===== src/rtl/ps2_tx.sv =====
// ps2_tx: PS/2 host-to-device command transmitter.
//
// Sends one command byte to a PS/2 device. The host inhibits the bus by holding
// the clock low, then drives the start bit and releases the clock. After that the
// device generates the clock and the host shifts out data, parity and stop bits.
// Finally the host samples the device's ack bit.
//
// Ports:
//   clk          system clock, all logic on its rising edge
//   reset        asynchronous active-low reset
//   wr_ps2       one-cycle request to send din (accepted only while idle)
//   din[7:0]     command byte
//   ps2c_in      raw PS/2 clock line level
//   ps2d_in      raw PS/2 data line level
//   ps2c_oe      1 = pull the clock line low
//   ps2d_oe      1 = pull the data line low
//   tx_idle      1 while no transfer is in progress
//   tx_done_tick one-cycle pulse at the end of every transfer, including timeouts
//   tx_err       1 = last transfer missed its ack or timed out; cleared by the next request
//
// state    | meaning
// ---------+-------------------------------------------------------------
// IDLE     | bus released, waiting for wr_ps2
// RTS      | clock held low for INHIBIT_CYC cycles, start bit set in the last cycle
// START    | clock released, start bit held, waiting for the first device clock
// DATA     | shifting out data bits LSB first, one per falling edge
// PARITY   | parity bit on the line
// STOP     | data released (stop bit), waiting for the ack clock edge
// ACK      | ack sampled, one cycle of settling
// WAITIDLE | waiting for the device to release both lines
module ps2_tx #(
    parameter int INHIBIT_CYC = 5000,
    parameter int TIMEOUT_CYC = 1000000,
    parameter int FILTER_LEN  = 8
) (
    input  logic       clk,
    input  logic       reset,
    input  logic       wr_ps2,
    input  logic [7:0] din,
    input  logic       ps2c_in,
    input  logic       ps2d_in,
    output logic       ps2c_oe,
    output logic       ps2d_oe,
    output logic       tx_idle,
    output logic       tx_done_tick,
    output logic       tx_err
);

    localparam int INH_W = (INHIBIT_CYC > 1) ? $clog2(INHIBIT_CYC + 1) : 1;
    localparam int WD_W  = (TIMEOUT_CYC > 1) ? $clog2(TIMEOUT_CYC + 1) : 1;

    typedef enum logic [2:0] {
        IDLE, RTS, START, DATA, PARITY, STOP, ACK, WAITIDLE
    } state_t;

    state_t                  state_q, state_d;
    logic                    c_s1_q, c_s1_d, c_s2_q, c_s2_d;
    logic                    d_s1_q, d_s1_d, d_s2_q, d_s2_d;
    logic [FILTER_LEN-1:0]   filt_sr_q, filt_sr_d;
    logic                    filt_q, filt_d;
    logic                    fall_q, fall_d;
    logic [7:0]              data_q, data_d;
    logic                    par_q, par_d;
    logic [2:0]              cnt_q, cnt_d;
    logic [INH_W-1:0]        inh_q, inh_d;
    logic [WD_W-1:0]         wd_q, wd_d;
    logic                    c_oe_q, c_oe_d;
    logic                    d_oe_q, d_oe_d;
    logic                    done_q, done_d;
    logic                    err_q, err_d;
    logic                    busy;

    always_comb begin
        c_s1_d    = ps2c_in;
        c_s2_d    = c_s1_q;
        d_s1_d    = ps2d_in;
        d_s2_d    = d_s1_q;
        filt_sr_d = {filt_sr_q[FILTER_LEN-2:0], c_s2_q};

        // Filtered clock only moves when every tap agrees.
        filt_d = filt_q;
        if (&filt_sr_q)
            filt_d = 1'b1;
        else if (~|filt_sr_q)
            filt_d = 1'b0;
        fall_d = filt_q & ~filt_d;

        state_d = state_q;
        data_d  = data_q;
        par_d   = par_q;
        cnt_d   = cnt_q;
        inh_d   = inh_q;
        c_oe_d  = c_oe_q;
        d_oe_d  = d_oe_q;
        done_d  = 1'b0;
        err_d   = err_q;

        case (state_q)
            IDLE: begin
                if (wr_ps2) begin
                    data_d  = din;
                    par_d   = ~^din;
                    cnt_d   = 3'd0;
                    err_d   = 1'b0;
                    inh_d   = INH_W'(INHIBIT_CYC - 1);
                    c_oe_d  = 1'b1;
                    // A one-cycle inhibit has its start bit in that single cycle.
                    d_oe_d  = (INHIBIT_CYC <= 1);
                    state_d = RTS;
                end
            end
            RTS: begin
                if (inh_q == '0) begin
                    c_oe_d  = 1'b0;
                    d_oe_d  = 1'b1;
                    state_d = START;
                end else begin
                    inh_d = inh_q - INH_W'(1);
                    if (inh_q == INH_W'(1))
                        d_oe_d = 1'b1;
                end
            end
            START: begin
                if (fall_q) begin
                    d_oe_d  = ~data_q[0];
                    data_d  = {1'b0, data_q[7:1]};
                    state_d = DATA;
                end
            end
            DATA: begin
                if (fall_q) begin
                    if (cnt_q == 3'd7) begin
                        cnt_d   = 3'd0;
                        d_oe_d  = ~par_q;
                        state_d = PARITY;
                    end else begin
                        cnt_d  = cnt_q + 3'd1;
                        d_oe_d = ~data_q[0];
                        data_d = {1'b0, data_q[7:1]};
                    end
                end
            end
            PARITY: begin
                if (fall_q) begin
                    d_oe_d  = 1'b0;
                    state_d = STOP;
                end
            end
            STOP: begin
                if (fall_q) begin
                    if (d_s2_q)
                        err_d = 1'b1;
                    state_d = ACK;
                end
            end
            ACK: begin
                state_d = WAITIDLE;
            end
            WAITIDLE: begin
                if (filt_q && d_s2_q) begin
                    done_d  = 1'b1;
                    state_d = IDLE;
                end
            end
            default: state_d = IDLE;
        endcase

        busy = (state_q != IDLE) && (state_q != RTS);
        if (busy && (wd_q == '0) && !fall_q && (state_d == state_q)) begin
            c_oe_d  = 1'b0;
            d_oe_d  = 1'b0;
            err_d   = 1'b1;
            done_d  = 1'b1;
            state_d = IDLE;
        end

        // Watchdog is a down-counter reloaded on any progress.
        wd_d = wd_q;
        if ((state_d != state_q) || fall_q)
            wd_d = WD_W'(TIMEOUT_CYC - 1);
        else if (wd_q != '0)
            wd_d = wd_q - WD_W'(1);
    end

    always_ff @(posedge clk or negedge reset) begin
        if (!reset) begin
            state_q   <= IDLE;
            c_s1_q    <= 1'b0;
            c_s2_q    <= 1'b0;
            d_s1_q    <= 1'b0;
            d_s2_q    <= 1'b0;
            filt_sr_q <= '0;
            filt_q    <= 1'b1;
            fall_q    <= 1'b0;
            data_q    <= 8'h00;
            par_q     <= 1'b0;
            cnt_q     <= 3'd0;
            inh_q     <= '0;
            wd_q      <= '0;
            c_oe_q    <= 1'b0;
            d_oe_q    <= 1'b0;
            done_q    <= 1'b0;
            err_q     <= 1'b0;
        end else begin
            state_q   <= state_d;
            c_s1_q    <= c_s1_d;
            c_s2_q    <= c_s2_d;
            d_s1_q    <= d_s1_d;
            d_s2_q    <= d_s2_d;
            filt_sr_q <= filt_sr_d;
            filt_q    <= filt_d;
            fall_q    <= fall_d;
            data_q    <= data_d;
            par_q     <= par_d;
            cnt_q     <= cnt_d;
            inh_q     <= inh_d;
            wd_q      <= wd_d;
            c_oe_q    <= c_oe_d;
            d_oe_q    <= d_oe_d;
            done_q    <= done_d;
            err_q     <= err_d;
        end
    end

    assign ps2c_oe      = c_oe_q;
    assign ps2d_oe      = d_oe_q;
    assign tx_idle      = (state_q == IDLE);
    assign tx_done_tick = done_q;
    assign tx_err       = err_q;

endmodule


===== config.mk =====
export PLATFORM = sky130hd
export DESIGN_NAME = ps2_tx
export DESIGN_NICKNAME = d
export VERILOG_FILES = /design/src/rtl/ps2_tx.sv
export SDC_FILE = /design/constraint.sdc
export NUM_CORES = 1
export LEC_CHECK = 0
export ABC_CLOCK_PERIOD_IN_PS = 2500
export BUFFER_PORTS_ARGS = -buffer_cell sky130_fd_sc_hd__buf_2
export CAP_MARGIN = 10
export CORE_UTILIZATION = 44
export DETAILED_ROUTE_END_ITERATION = 12
export GPL_TIMING_DRIVEN = 0
export SLEW_MARGIN = 10
export SYNTH_ARGS = -nofsm -noshare
export SYNTH_HDL_FRONTEND = slang
export SYNTH_SLANG_ARGS = --single-unit
export TNS_END_PERCENT = 10

===== constraint.sdc =====
create_clock -name clk -period 2.5 [get_ports clk]
set_input_delay 0.125 -clock clk [delete_from_list [all_inputs] [get_ports clk]]
set_output_delay 0.125 -clock clk [all_outputs]
set_load 0.01 [all_outputs]

### Yosys cells after proc, flatten, opt, wreduce, memory -nomap -nowiden

Cells that the tools add are included.

| word-level totals | value |
|---|---|
| flip-flop bits (word level) | 66 |
| latch bits | 0 |
| bits in writable memories | 0 |
| ROM bits | 0 |
| input port bits | 13 |
| output and inout port bits | 5 |
| word-level logic and storage cells | 124 |
| memories | 0 |

| operators by class | value |
|---|---|
| add/sub/neg operators | 3 |
| multiply operators | 0 |
| divide/modulo/power cells | 0 |
| order comparisons | 0 |
| equality and inequality tests | 25 |
| shifts and indexed selects | 0 |
| mux-type cells | 46 |
| bitwise gates (word level) | 4 |
| reduce and logical (&&, ||, !) cells | 29 |

Operator list:

| cell | number |
|---|---|
| $mux 20 | 2 |
| $mux 3 | 12 |
| $mux 8 | 4 |
| $mux 13 | 2 |
| $pmux 13 s2 | 1 |
| $pmux 3 s8 | 1 |
| $pmux 8 s3 | 1 |
| $logic_not 20->1 | 1 |
| $reduce_bool 20->1 | 1 |
| $sub 20x1->20 const B | 1 |
| $mux 1 | 19 |
| $ne 3x3->1 const B | 6 |
| $eq 3x3->1 const B | 5 |
| $eq 13x1->1 const B | 1 |
| $logic_not 13->1 | 1 |
| $sub 13x1->13 const B | 1 |
| $reduce_bool 3->1 | 4 |
| $ne 2x2->1 const B | 5 |
| $reduce_and 3->1 | 3 |
| $reduce_and 8->1 | 1 |
| $reduce_or 8->1 | 1 |
| $reduce_xnor 8->1 | 1 |
| $eq 3x2->1 const B | 2 |
| $pmux 3 s2 | 1 |
| other kinds (21) | 30 |

### Logic depth before layout (Yosys ltp)

| logic depth | value |
|---|---|
| word-level depth | 10 |
| depth in mapped cells | 9 |
| depth with buffers taken out | 7 |

### Worst setup path before layout

Ideal clock, no wire load.

| path | value |
|---|---|
| kind | reg-to-reg |
| start point | reg inh_q[0] |
| end point | reg wd_q[2] |
| setup time | 0.127 ns |
| arrival time | 1.734 ns |
| data required time | 2.373 ns |
| path slack | 0.639 ns |
| stages on the path, launching flop included | 10 |
| path buffers | 2 |
| cells stage by stage | dfrtp_1 > inv_1 > ha_1 > nor2b_1 > and4_1 > buf_2 > nor2_2 > o221a_1 > buf_6 > o211ai_2 |

| between the ends | value |
|---|---|
| cells in the longest elaborated chain, start to end | 9 |
| elaborated cells on any way between the ends | 10 |
| those cells by class | eq/ne: 2; mux: 4; reduce/logical: 4 |

Ends and longest elaborated chain:

| element | RTL line | source |
|---|---|---|
| start: declaration | 65 | `logic [INH_W-1:0] inh_q, inh_d;` |
| start signal: assignment | 216 | `inh_q <= inh_d;` |
| $logic_not 13->1 * | 113 | `if (inh_q == '0) begin` |
| $mux 3 * | 113 |  |
| $pmux 3 s8 * | 98 | `case (state_q)` |
| $eq 3x3->1 | 169 | `if (busy && (wd_q == '0) && !fall_q && (state_d == state_q)) begin` |
| $logic_and 1x1->1 | 169 |  |
| $mux 3 * | 169 |  |
| $ne 3x3->1 * | 179 | `if ((state_d != state_q) \|\| fall_q)` |
| $logic_or 1x1->1 * | 179 |  |
| $mux 20 / $reduce_bool 2->1 (equally long branches) | - |  |
| end signal: assignment | 217 | `wd_q <= wd_d;` |
| end: declaration | 66 | `logic [WD_W-1:0] wd_q, wd_d;` |

Every way passes the cells marked *; elsewhere a longest branch is shown, timed or not.
A chain may end at the register's enable or synchronous reset.

### Worst setup path in the final report

| path | value |
|---|---|
| start point | reg inh_q[0] |
| end point | reg wd_q[14] |

Same word-level chain as after synthesis.

==> flow_summary.toml <==
[sta]
rsz0062_at_grt = "no"
skew_ns = 0.00977
tightest_slew_ns = 0.827
slew_viol_final = 0
max-slew-margin-rel_pct = 44.7
final_hold_viol_count = 0
setup_violations = 0
min_period_ns = 2.17
fmax_ghz = 0.462
min_period_over_period_pct = 86.7
fin_setup_tns_ns = 0

[clocking]
postCtsHoldBufs = 3
cts_tree = "built"
path_clk_slew_ns = 0.08
cts_resized = 0
clk_path_buf_depth = 2
htreeDepth = 3
clockRootBuffer = "clkbuf_8"
cts-buffers-inserted = 9
post_cts.repair.setup_buffers = 0
clk_latency_ns = 0.34
clkSinkCount = 66

[final_layout]
ff_latch_area_sq_um = 1650
area_growth_pct = 15.8
diodes = 0
final_cells = 482
drive_gt1_share_pct = 14.4
fill_cells = 661
fin_util_pct = 53.7
multi_input_area_sq_um = 1690
nNetsFinal = 397

[power]
seqPwrFrac_pct = 41.4
switchingPower_w = 0.00103
swShare_pct = 30.7
vdd_drop_max_v = 0.000444
pwr-share-comb_pct = 22.0
clkPwrFrac_pct = 36.6
p_per_area_nw_per_um2 = 840
p_leak_nw = 1.61
p_int_w = 0.00232

[route]
drt-initial-drc-count = 139
detail-route-antenna-nets = 0
vias = 2618
dr.pass1.iters = 4
wl_met1_mm = 3.53
wl_met3_microns = 184
drc = 0
wl_met2_mm = 3.22
top_layer_used = "met4"
wl_mm = 7.01
post_drt_via_cell_ratio = 5.43
wl_per_cell_microns = 14.5

[setup_path]
startpoint = "inh_q[0]$_DFFE_PN0P_"
cp-end-kind = "flop"
worstSetupPathType = "reg -> reg"
r2r-start = "inh_q[0]$_DFFE_PN0P_"
required_ns = 2.73
cp_slowest_stage_delay_ns = 0.38
slowest_stage = "dfrtp_1"
path_cells = "inv_1 > ha_1 > nor2b_1 > and4_1 > buf_2 > nor2_2 > o221ai_2 > a211o_1"
arrival_ns = 2.40
worstPathMaxFanout = 9
start_kind = "flop"

[synth]
muxShareOfSynthArea_pct = 3.78
ys_seq_elements = 66
postSynthCellCount = 346
yosys.area_share.simple_pct = 24.7
synth_top_family_by_area = "simple AND/OR/NAND/NOR gates"
yosysSeqAreaShare_pct = 48.1
synth-edff-count = 0
synth_flop_cell = "dfrtp_1"
async_reset_ff_share_pct = 100
synth-compound-area-share_pct = 11.8
synth_area_sq_um = 3440
synth_fa_ha_area_share_pct = 2.18
synthXorXnorAreaFrac_pct = 6.62
synth_nets = 365
syn_area_per_cell_sq_um = 9.94
yosys_warnings = 0
synth.distinct_cells = 57

[place]
port-buffer-count = 17
hpwl_mm = 4.91
dp.cells = 463
place.gp.congestion = 0.759

[floorplan]
initial_core_util_pct = 46.4
core_area_sq_um = 7410
row_count = 31
die_h_microns = 90.4
dieArea_sq_um = 8170
die_w_microns = 90.4
boundaryPins = 18

[hold_path]
hold_start = "din[7]"
hp-class = "in -> reg"

[global_route]
grt_pass1_wl_mm = 11.9
gr-total-overflow = 0
grt_pass1_vias = 2399
grt_usage_pct = 18.5
antenna_found_initial = 0
grt_max_degree = 49

[flow_run]
drv_cap = 0

[status]
status = "complete, no violations"
[synth_stat cells (2+ instances only)]
master / number / area share, %
a211o_1: 3 / 0.76
a211oi_1: 2 / 0.44
a21boi_0: 2 / 0.44
a21o_1: 2 / 0.44
a21oi_1: 20 / 2.9
a22o_1: 3 / 0.76
a31oi_1: 5 / 0.91
and2_1: 2 / 0.36
and3_1: 2 / 0.36
and4_1: 3 / 0.76
buf_2: 7 / 1.0
clkbuf_1: 6 / 0.65
dfrtp_1: 65 / 47
ha_1: 6 / 2.2
inv_1: 6 / 0.65
mux2i_1: 13 / 3.8
nand2_1: 28 / 3.1
nand2b_1: 2 / 0.36
nand3_1: 13 / 1.9
nand3b_1: 2 / 0.44
nand4_1: 9 / 1.6
nor2_1: 39 / 4.3
nor2_2: 2 / 0.36
nor2b_1: 6 / 1.1
nor3_1: 17 / 2.5
nor3b_1: 5 / 1.1
nor4_1: 7 / 1.3
nor4_4: 2 / 1.2
nor4b_1: 3 / 0.76
o211ai_1: 2 / 0.44
o21ai_0: 5 / 0.73
o21ai_1: 2 / 0.29
o22ai_1: 2 / 0.36
o31ai_1: 2 / 0.44
or3_1: 5 / 0.91
xnor2_1: 18 / 4.6
xor2_1: 8 / 2.0
[worst max-delay path: cells and delay by family (launching register included)]
kind                     cells  cell delay, ns
AND/OR/NAND/NOR              3            0.64
AO/OA/AOI/OAI                2            0.57
flip-flops                   1            0.38
buffers and inverters        2            0.25
adder cells (fa/ha/maj)      1            0.22
[registers in the layout, indices dropped and copies added (netlist names), 3 cells and up]
register / flops
state_q: 3
filt_sr_q: 8
wd_q: 20
inh_q: 13
cnt_q: 3
data_q: 8
[cells in the final DEF, fill, tap and decap left out, drive strengths merged, types with 13 or more instances in the layout]
master and n:
a21oi 20, dfrtp 65, clkbuf 16, xnor2 18
buf 27, nor3 18, nor2 41, nand3 13
mux2i 13, nand2 29
[per-stage QoR]
stage | instance area, sq um | setup slack [ns] | hold WS [ns] | total power, W
floorplan | 3440 | 0.639 | -0.171 | 0.00192
global placement | 3650 | 0.330 | 0.235 | 0.00212
detailed placement | 3680 | 0.319 | 0.0320 | 0.00214
CTS | 3980 | 0.297 | 0.0521 | 0.00338
global route | 3980 | 0.122 | 0.0812 | 0.00353
finish | 3980 | 0.333 | 0.0662 | 0.00335
[final timing paths]
kind	slack (ns)	endpoint	cells after the start
setup / recovery	0.33	wd_q[14]$_DFFE_PN0P_	8
hold / removal	0.07	data_q[7]$_DFFE_PN0P_	3
setup reg to reg	0.33	wd_q[14]$_DFFE_PN0P_	8
hold reg to reg	0.36	d_s2_q$_DFF_PN0_	0
max in group asynchronous	1.72	filt_q$_DFF_PN1_	3
min in group asynchronous	0.20	inh_q[7]$_DFFE_PN0P_	2
[cells by family (layout without fill, tap and decap cells)]
family / after synthesis / after routing
AO/OA/AOI/OAI: 59 / 59
XOR/XNOR: 26 / 26
adder cells (fa/ha/maj): 6 / 6
buffers and inverters: 21 / 58
flip-flops: 66 / 66
multiplexers: 13 / 13
AND/OR/NAND/NOR: 155 / 155
[power groups by stage]
| stage | Combinational, W | Clock, W | Sequential [W] |
|---|---|---|---|
| 4_1_cts | 0.000745 | 0.00125 | 0.00138 |
| 2_1_floorplan | 0.000552 | 0 | 0.00136 |
| 6_report | 0.000736 | 0.00123 | 0.00138 |
| 3_5_place_dp | 0.000738 | 0 | 0.00140 |
| 3_3_place_gp | 0.000718 | 0 | 0.00140 |
| 5_1_grt | 0.000831 | 0.00129 | 0.00140 |
[final cells by class]
cell class | instances | area share [%]
multi-input combinational | 259 | 42.4
sequential | 66 | 41.5
timing repair buffer | 21 | 3.65
clock buffer | 10 | 3.46
clock inverter | 6 | 3.43
tap | 99 | 3.11
buffer | 15 | 1.92
inverter | 6 | 0.566
[metal layers]
| metal | vias up | track usage, % |
|---|---|---|
| met5 | - | 0 |
| met3 | 5 | 3.54 |
| li1 | 1325 | - |
| met4 | 0 | 8.47 |
| met2 | 50 | 28.2 |
| met1 | 1238 | 25.5 |
(Power assumes the default switching activity.)
